<file path="config.mk">
export PLATFORM = sky130hd
export DESIGN_NAME = wb_writeback_pipe_flat
export DESIGN_NICKNAME = d
export VERILOG_FILES = /design/src/rtl/wb_writeback_pipe_if.sv /design/src/rtl/wb_writeback_pipe.sv /design/src/flat_wrapper.sv
export SDC_FILE = /design/constraint.sdc
export NUM_CORES = 1
export LEC_CHECK = 0
export CAP_MARGIN = 20
export CORE_AREA = 2 2 170 172
export DETAILED_ROUTE_END_ITERATION = 10
export DIE_AREA = 0 0 172 174
export GPL_ROUTABILITY_DRIVEN = 0
export HOLD_SLACK_MARGIN = 0.15
export PLACE_DENSITY = 0.67
export SLEW_MARGIN = 30
export SYNTH_ARGS = -nofsm -noshare
export SYNTH_HDL_FRONTEND = slang
export SYNTH_SLANG_ARGS = --single-unit
</file>
<file path="constraint.sdc">
create_clock -name clk -period 8.2 [get_ports clk]
set_clock_uncertainty 0.1 [all_clocks]
set_input_delay 0.82 -clock clk [delete_from_list [all_inputs] [get_ports clk]]
set_output_delay 0.82 -clock clk [all_outputs]
set_load 0.01 [all_outputs]
</file>
<file path="src/rtl/wb_writeback_pipe_if.sv">
// MEM-to-writeback bundle interface.
// One valid bit per lane; a single ready covers the whole bundle.
interface wb_writeback_pipe_if #(
    parameter int LANES  = 2,
    parameter int DATA_W = 32,
    parameter int REG_AW = 5
);
    logic [LANES-1:0]        in_valid;
    logic                    in_ready;
    logic [LANES*DATA_W-1:0] in_result;
    logic [LANES*DATA_W-1:0] in_pc;
    logic [LANES*REG_AW-1:0] in_dest;
    logic [LANES-1:0]        in_write_en;
    logic [LANES-1:0]        in_branch_link;

    modport master (
        output in_valid,
        output in_result,
        output in_pc,
        output in_dest,
        output in_write_en,
        output in_branch_link,
        input  in_ready
    );

    modport slave (
        input  in_valid,
        input  in_result,
        input  in_pc,
        input  in_dest,
        input  in_write_en,
        input  in_branch_link,
        output in_ready
    );
endinterface

</file>
<file path="src/rtl/wb_writeback_pipe.sv">
// Multi-lane writeback stage: one-deep bundle register feeding
// the register-file write ports, plus a retired-instruction counter.
module wb_writeback_pipe #(
    parameter int LANES       = 2,
    parameter int DATA_W      = 32,
    parameter int REG_AW      = 5,
    parameter int LINK_REG    = 31,
    parameter int LINK_OFFSET = 8,
    parameter int CNT_W       = 32
) (
    input  logic                    clk,
    input  logic                    rst,
    wb_writeback_pipe_if.slave      in_bus,
    input  logic                    flush,
    input  logic                    rf_stall,
    output logic [LANES-1:0]        reg_write_en,
    output logic [LANES*REG_AW-1:0] reg_write_dest,
    output logic [LANES*DATA_W-1:0] reg_write_data,
    output logic [CNT_W-1:0]        retired_count
);

    logic                    stage_valid;
    logic [LANES-1:0]        h_valid;
    logic [LANES-1:0]        h_we;
    logic [LANES-1:0]        h_bl;
    logic [LANES*DATA_W-1:0] h_result;
    logic [LANES*DATA_W-1:0] h_pc;
    logic [LANES*REG_AW-1:0] h_dest;

    logic                    accept;
    logic                    drain;
    logic [LANES-1:0]        want;
    logic [LANES-1:0]        keep;
    logic [CNT_W-1:0]        pop;

    assign in_bus.in_ready = !stage_valid || !rf_stall;
    assign accept = in_bus.in_ready && (|in_bus.in_valid) && !flush;
    assign drain  = stage_valid && !rf_stall && !flush;

    // Resolve each held lane: link override, then zero/invalid gating.
    always_comb begin
        reg_write_dest = '0;
        reg_write_data = '0;
        want           = '0;
        for (int i = 0; i < LANES; i++) begin
            if (h_bl[i]) begin
                reg_write_dest[i*REG_AW +: REG_AW] = REG_AW'(LINK_REG);
                reg_write_data[i*DATA_W +: DATA_W] =
                    h_pc[i*DATA_W +: DATA_W] + DATA_W'(LINK_OFFSET);
                want[i] = 1'b1;
            end else begin
                reg_write_dest[i*REG_AW +: REG_AW] = h_dest[i*REG_AW +: REG_AW];
                reg_write_data[i*DATA_W +: DATA_W] = h_result[i*DATA_W +: DATA_W];
                want[i] = h_we[i];
            end
            if (!h_valid[i] || reg_write_dest[i*REG_AW +: REG_AW] == '0) begin
                want[i] = 1'b0;
            end
        end
    end

    // Same-destination conflict: the younger (higher) lane wins.
    always_comb begin
        keep = want;
        for (int i = 0; i < LANES; i++) begin
            for (int j = i + 1; j < LANES; j++) begin
                if (want[i] && want[j] &&
                    reg_write_dest[i*REG_AW +: REG_AW] ==
                    reg_write_dest[j*REG_AW +: REG_AW]) begin
                    keep[i] = 1'b0;
                end
            end
        end
    end

    // Count held valid lanes, written or not.
    always_comb begin
        pop = '0;
        for (int i = 0; i < LANES; i++) begin
            pop = pop + CNT_W'(h_valid[i]);
        end
    end

    // Enables are held off while reset is asserted, even before the edge.
    assign reg_write_en = {LANES{rst && drain}} & keep;

    // Bundle register and retired counter.
    always_ff @(posedge clk) begin
        if (!rst) begin
            stage_valid   <= 1'b0;
            h_valid       <= '0;
            h_we          <= '0;
            h_bl          <= '0;
            h_result      <= '0;
            h_pc          <= '0;
            h_dest        <= '0;
            retired_count <= '0;
        end else begin
            if (accept) begin
                stage_valid <= 1'b1;
                h_valid     <= in_bus.in_valid;
                h_we        <= in_bus.in_write_en;
                h_bl        <= in_bus.in_branch_link;
                h_result    <= in_bus.in_result;
                h_pc        <= in_bus.in_pc;
                h_dest      <= in_bus.in_dest;
            end else if (drain || flush) begin
                stage_valid <= 1'b0;
            end
            if (drain) begin
                retired_count <= retired_count + pop;
            end
        end
    end

endmodule

</file>
<file path="src/flat_wrapper.sv">
// flat-port wrapper written by rule: the top's interface ports become plain ports
module wb_writeback_pipe_flat 
#(
    parameter int LANES       = 2,
    parameter int DATA_W      = 32,
    parameter int REG_AW      = 5,
    parameter int LINK_REG    = 31,
    parameter int LINK_OFFSET = 8,
    parameter int CNT_W       = 32
)
  (clk, rst, flush, rf_stall, reg_write_en, reg_write_dest, reg_write_data, retired_count, in_bus_in_valid, in_bus_in_result, in_bus_in_pc, in_bus_in_dest, in_bus_in_write_en, in_bus_in_branch_link, in_bus_in_ready);
  wb_writeback_pipe_if #(.LANES(LANES), .DATA_W(DATA_W), .REG_AW(REG_AW)) in_bus_i ();
  input  logic clk;
  input  logic rst;
  input  logic flush;
  input  logic rf_stall;
  output logic [LANES-1:0] reg_write_en;
  output logic [LANES*REG_AW-1:0] reg_write_dest;
  output logic [LANES*DATA_W-1:0] reg_write_data;
  output logic [CNT_W-1:0] retired_count;
  input wire logic [$bits(in_bus_i.in_valid)-1:0] in_bus_in_valid;
  input wire logic [$bits(in_bus_i.in_result)-1:0] in_bus_in_result;
  input wire logic [$bits(in_bus_i.in_pc)-1:0] in_bus_in_pc;
  input wire logic [$bits(in_bus_i.in_dest)-1:0] in_bus_in_dest;
  input wire logic [$bits(in_bus_i.in_write_en)-1:0] in_bus_in_write_en;
  input wire logic [$bits(in_bus_i.in_branch_link)-1:0] in_bus_in_branch_link;
  output wire logic [$bits(in_bus_i.in_ready)-1:0] in_bus_in_ready;
  assign in_bus_i.in_valid = in_bus_in_valid;
  assign in_bus_i.in_result = in_bus_in_result;
  assign in_bus_i.in_pc = in_bus_in_pc;
  assign in_bus_i.in_dest = in_bus_in_dest;
  assign in_bus_i.in_write_en = in_bus_in_write_en;
  assign in_bus_i.in_branch_link = in_bus_in_branch_link;
  assign in_bus_in_ready = in_bus_i.in_ready;
  wb_writeback_pipe #(.LANES(LANES), .DATA_W(DATA_W), .REG_AW(REG_AW), .LINK_REG(LINK_REG), .LINK_OFFSET(LINK_OFFSET), .CNT_W(CNT_W)) u_core (.clk(clk), .rst(rst), .in_bus(in_bus_i), .flush(flush), .rf_stall(rf_stall), .reg_write_en(reg_write_en), .reg_write_dest(reg_write_dest), .reg_write_data(reg_write_data), .retired_count(retired_count));
endmodule
</file>
==> flow_metrics.py, run 1 <==
metrics = {
    "cts": {
        "cts_resized": 0,
        "numCtsBuffers": 17,
        "cts_tree": "done",
        "clkTransAtPathRegs_ps": 70,
        "cts_hold_buf": 0,
        "clkLatencyLatePin_ps": 420,
        "cts_max_path_buffers": 2,
        "cts_htree_levels": 4,
        "post_cts_buffers": 0,
        "cts.root.buffer_cell": "clkbuf_16",
        "cts_sinks": 177,
    },
    "sta": {
        "timing.final.max_slew_violations": 0,
        "fin_crit_sh_pct": 48.85,
        "period_needed_ps": 4006,
        "clock.fmax_mhz": 249.6,
        "finalHoldViolCount": 0,
        "fin_tns_setup_ps": 0,
        "rsz0062_at_grt": "no",
        "worst_slew_pin_slew_ps": 875.0,
        "slew-limit-headroom_pct": 41.67,
        "final-setup-viol-count": 0,
    },
    "power": {
        "leakagePower_nw": 4.361,
        "power_switching_share_pct": 27.10,
        "p_comb_share_pct": 15.8,
        "ir_worst_vdd_uv": 124.2,
        "clockPowerShare_pct": 40.5,
        "internal_power_mw": 1.562,
        "p_switching_mw": 0.5804,
        "power_density_nw_per_um2": 174.0,
        "p_seq_share_pct": 43.7,
    },
    "floorplanning": {
        "fp.dieW_um": 172,
        "io_pins": 257,
        "die-area_um2": 29930,
        "dieHeight_um": 174,
        "coreArea_um2": 28240,
        "core.rowCount": 62,
        "start_util_pct": 31.24,
    },
    "placement": {
        "placedInstanceArea_um2": 11660,
        "hpwl_um": 17990,
        "port_buffers": 256,
    },
    "outcome": {
        "outcome": "completed",
    },
    "routing": {
        "routedWlPerCell_um": 14.86,
        "routed_wl_um": 25890,
        "antenna_left": 0,
        "drt-initial-drc-count": 495,
        "post-route-drc-count": 0,
        "vias": 8193,
        "drt_pass1_iterations": 5,
        "via_per_inst": 4.703,
    },
    "finish": {
        "area_delta_synth_final_pct": 39.51,
        "fin_util_pct": 43.59,
        "layout-drive-gt1-share_pct": 5.527,
        "fin_nets": 1498,
        "final_area_um2": 12310,
    },
    "setup_path": {
        "cp_max_fo": 5,
        "start_kind": "primary input",
        "reg2reg_slack_ps": 5220,
        "crit_arrival_ps": 3090,
        "cp.required_ps": 7280,
        "end_kind": "output port",
        "timing_worst_setup_path_type": "primary input to output port",
    },
    "synthesis": {
        "async_reset_ff_share_pct": 0,
        "synth_area_um2": 8822,
        "yosys_register_bits": 177,
        "synth_cell_type_count": 46,
        "synth_nets": 1287,
        "synth-edff-count": 0,
        "yosys_warnings": 0,
        "syn_area_per_cell_um2": 7.787,
        "synth_ff_type": "dfxtp_1",
        "synth-seq-area-share_pct": 40.16,
        "synth_cells": 1133,
    },
    "grt": {
        "grt_remaining_overflow": 0,
        "grt_pass1_vias": 7998,
        "grt_start_max_net_pins": 97,
        "antenna_found_initial": 2,
        "grtUsageTotal_pct": 17.18,
        "grt_pass1_wl_um": 41180,
    },
    "job": {
        "cap_violations": 0,
    },
    "worst_hold_path": {
        "hp-class": "register to register",
    },
}
worst paths after layout:
check	start	end	cells past startpoint
setup / recovery	flush	reg_write_en[0]	5
hold / removal	u_core.h_result[4]	u_core.h_result[4]	2
setup reg to reg	u_core.h_valid[1]	u_core.retired_count[26]	9
hold reg to reg	u_core.h_result[4]	u_core.h_result[4]	2
registers in the layout, indices dropped and copies added (netlist names):
signal,count
u_core.h_pc,64
u_core.h_result,64
u_core.retired_count,32
u_core.h_dest,10
u_core.h_bl,2
u_core.h_valid,2
u_core.h_we,2
u_core.stage_valid,1
kinds of logic after synthesis:
kind of cell,share of synthesized area (%)
simple gates,28.14
compound gates,17.90
flops,40.16
buf+inv,3.659
xor+xnor,7.843
mux,1.362
fa+ha+maj,0.9360
synth_stat cells (7+ instances only):
cell type	instances	area, µm²
or2_2	10	62.56
inv_1	13	48.80
nand3_1	29	145.1
nand2_1	320	1201
nand2b_1	7	43.79
and4_1	9	78.83
and3_1	15	93.84
nand4_1	26	162.7
and2_1	25	156.4
buf_1	9	33.78
clkbuf_1	61	229.0
xnor2_1	41	359.1
nor2_1	67	251.5
nor3_1	13	65.06
xor2_1	38	332.8
a21boi_0	148	1111
dfxtp_1	177	3543
mux2_2	8	90.09
a21oi_1	63	315.3
layout by cell type, fill, tap and decap left out, drive strengths merged, types with 15 or more instances in the layout:
cell type      count
and2              25
xor2              38
nand2            320
nand4             26
nor2              67
nand3             29
inv               18
clkdlybuf4s50    255
clkbuf            18
xnor2             41
a21boi           148
and3              15
dfxtp            177
a21oi             63
power by group through the flow:
stage | clock (mW) | sequential [mW] | combinational [mW]
2_1_floorplan | 0 | 0.945 | 0.162
3_3_place_gp | 0 | 0.954 | 0.340
3_5_place_dp | 0 | 0.956 | 0.341
4_1_cts | 0.899 | 0.936 | 0.343
5_1_grt | 0.933 | 0.942 | 0.372
6_report | 0.868 | 0.936 | 0.338
final cells by class:
type	count	area (µm²)
Antenna cell	1	2.502
Clock buffer	18	439.2
Clock inverter	14	195.2
Fill cell	2855	15930
Inverter	13	48.80
Multi-Input combinational cell	872	4984
Sequential cell	177	3546
Tap cell	384	480.5
Timing Repair Buffer	263	2613
routing by layer:
| layer | GRT usage [%] | part of all wire (%) | up-vias |
|---|---|---|---|
| met5 | 0 | 0.050 | - |
| li1 | - | - | 4218 |
| met2 | 27.78 | 46 | 192 |
| met3 | 5.692 | 7.6 | 19 |
| met4 | 4.027 | 1.3 | 2 |
| met1 | 22.10 | 45 | 3762 |
worst max-delay path: stages:
cell and delay [ps]:
clkdlybuf4s50_1 470, nor3b_1 550, o2111ai_1 240, a41oi_1 380
clkdlybuf4s50_1 620
per-stage QoR:
| stage | hold WS (ps) | cells | power (mW) | setup WS [ps] |
|---|---|---|---|---|
| after floorplan | 340.0 | 1133 | 1.107 | 5473 |
| after global placement | 350.8 | 1709 | 1.294 | 4110 |
| after detailed placement | 355.6 | 1709 | 1.298 | 4150 |
| after CTS | 366.2 | 1741 | 2.178 | 4123 |
| after global routing | 387.0 | 1741 | 2.248 | 3969 |
| final | 360.7 | 1742 | 2.142 | 4194 |
(Power assumes the default switching activity.)
==> run 2: changes to the inputs <==
- PLACE_DENSITY: 0.67 -> 0.69
- clock period: 8.2 -> 3.2 ns (I/O delays scaled with it)
==> flow_metrics.py, run 2 (synthesized netlist as in run 1, its figures left out) <==
metrics = {
    "outcome": {
        "outcome": "completed",
    },
    "floorplanning": {
        "die-area_um2": 29930,
        "core.rowCount": 62,
        "io_pins": 257,
        "fp.dieW_um": 172,
        "dieHeight_um": 174,
        "coreArea_um2": 28240,
        "start_util_pct": 31.24,
    },
    "setup_path": {
        "r2r-start": "u_core.h_valid[1]",
        "slowest_delay_ps": 550,
        "cp.required_ps": 2780,
        "path_cells": "ha_2 > and4_2 > nor3b_2 > buf_4 > nand4_1 > xor2_1 > a21oi_1 > clkdlybuf4s50_1",
        "timing_worst_setup_path_type": "register to output port",
        "critPathBufInv": 2,
        "critPathTopFamily": "buffers and inverters",
        "start_kind": "register",
        "crit_arrival_ps": 2690,
        "cp_slowest_cell": "clkdlybuf4s50_1",
        "critical_path.startpoint": "u_core.h_pc[36]",
        "cp_max_fo": 9,
        "end_kind": "output port",
    },
    "finish": {
        "reg.largest.list": "u_core.h_pc (64), u_core.h_result (64), u_core.retired_count (32)",
        "final_common_cell": "nand2_1",
        "final_cell_mix": "nand2_1 (319), clkdlybuf4s50_1 (251), dfxtp_1 (171)",
        "diodes": 0,
        "area_delta_synth_final_pct": 40.60,
        "layout-drive-gt1-share_pct": 7.033,
        "fin_nets": 1506,
        "final_area_um2": 12400,
    },
    "cts": {
        "cts_tree": "done",
        "numCtsBuffers": 17,
        "cts_sinks": 177,
        "clkLatencyLatePin_ps": 420,
        "cts.root.buffer_cell": "clkbuf_16",
        "cts_htree_levels": 4,
        "clkTransAtPathRegs_ps": 70,
        "cts_hold_buf": 0,
        "cts_max_path_buffers": 2,
    },
    "sta": {
        "clock.fmax_mhz": 321.8,
        "timing.final.max_slew_violations": 0,
        "slew-limit-headroom_pct": 53.38,
        "finalHoldViolCount": 0,
        "worst_slew_pin_slew_ps": 699.3,
        "final-setup-viol-count": 0,
        "period_needed_ps": 3108,
        "fin_crit_sh_pct": 97.12,
    },
    "power": {
        "finalPower_mw": 5.351,
        "power_density_nw_per_um2": 431.3,
        "leakagePower_nw": 4.430,
        "ir_worst_vdd_uv": 296.9,
    },
    "placement": {
        "placedInstanceArea_um2": 11770,
        "hpwl_um": 18010,
        "port_buffers": 256,
    },
    "routing": {
        "drt_pass1_iterations": 4,
        "routed_wl_um": 25750,
        "drt-initial-drc-count": 480,
        "via_per_inst": 4.688,
        "vias": 8199,
        "antenna_left": 0,
        "post-route-drc-count": 0,
        "routedWlPerCell_um": 14.72,
    },
    "job": {
        "cap_violations": 0,
    },
    "grt": {
        "grt_pass1_wl_um": 41060,
        "grt_start_max_net_pins": 143,
        "antenna_found_initial": 2,
        "grt_pass1_vias": 8046,
        "grt_remaining_overflow": 0,
        "grtUsageTotal_pct": 17.03,
    },
    "worst_hold_path": {
        "hp-class": "primary input to register",
        "holdCritStartpoint": "in_bus_in_result[15]",
    },
}
## run 2: worst paths after layout
check                           cells past startpoint                       end  slack (ps)
worst max-delay path                                8        reg_write_data[57]          90
worst min-delay path                                3       u_core.h_result[15]         350
worst max register to register                      9  u_core.retired_count[26]         470
worst min register to register                      2       u_core.h_result[47]         360
## run 2: power breakdown
part	internal, mW	switching, mW
Sequential	2.31	0.0933
Clock	1.13	0.939
Combinational	0.484	0.393
## run 2: cell type report
class	count	area, µm²
Inverter	13	48.80
Multi-Input combinational cell	872	5010
Tap cell	384	480.5
Fill cell	2834	15830
Sequential cell	177	3551
Clock buffer	20	456.7
Clock inverter	12	121.4
Timing Repair Buffer	271	2736
## run 2: worst register-to-register path: cells and delay by family, from the launching register on
family | cells | cell delay (ps)
adder cells (fa/ha/maj) | 3 | 840
flip-flops | 1 | 350
buffers and inverters | 1 | 60
AO/OA/AOI/OAI | 1 | 160
AND/OR/NAND/NOR | 4 | 1150
## run 2: routing by layer
metal  vias to the layer above  routed length [µm]  GRT usage [%]
met2                       194               11810          27.46
met5                         -                  30              0
met3                        30                1914          5.601
met4                         4                 463          4.622
li1                       4229                   -              -
met1                      3742               11530          21.77
## run 2: per-stage QoR
step | utilization, % | instances | setup TNS, ps | hold slack, ps | setup slack (ps)
2_1_floorplan | - | 1133 | 0 | 340.0 | 638.9
3_3_place_gp | 41.67 | 1716 | 0 | 349.1 | 342.1
3_5_place_dp | 41.67 | 1716 | 0 | 356.6 | 319.0
4_1_cts | 43.76 | 1749 | -5.791 | 335.5 | -5.791
5_1_grt | 43.93 | 1749 | -15.94 | 346.7 | -14.13
6_report | 43.93 | 1749 | 0 | 352.4 | 92.16
## run 2: timing repair
action                                  4_1_cts  5_1_grt
endpoints found under the setup margin        5       30
gates resized for setup                       1       17
setup buffers                                 1        0
pin swaps                                     1        0
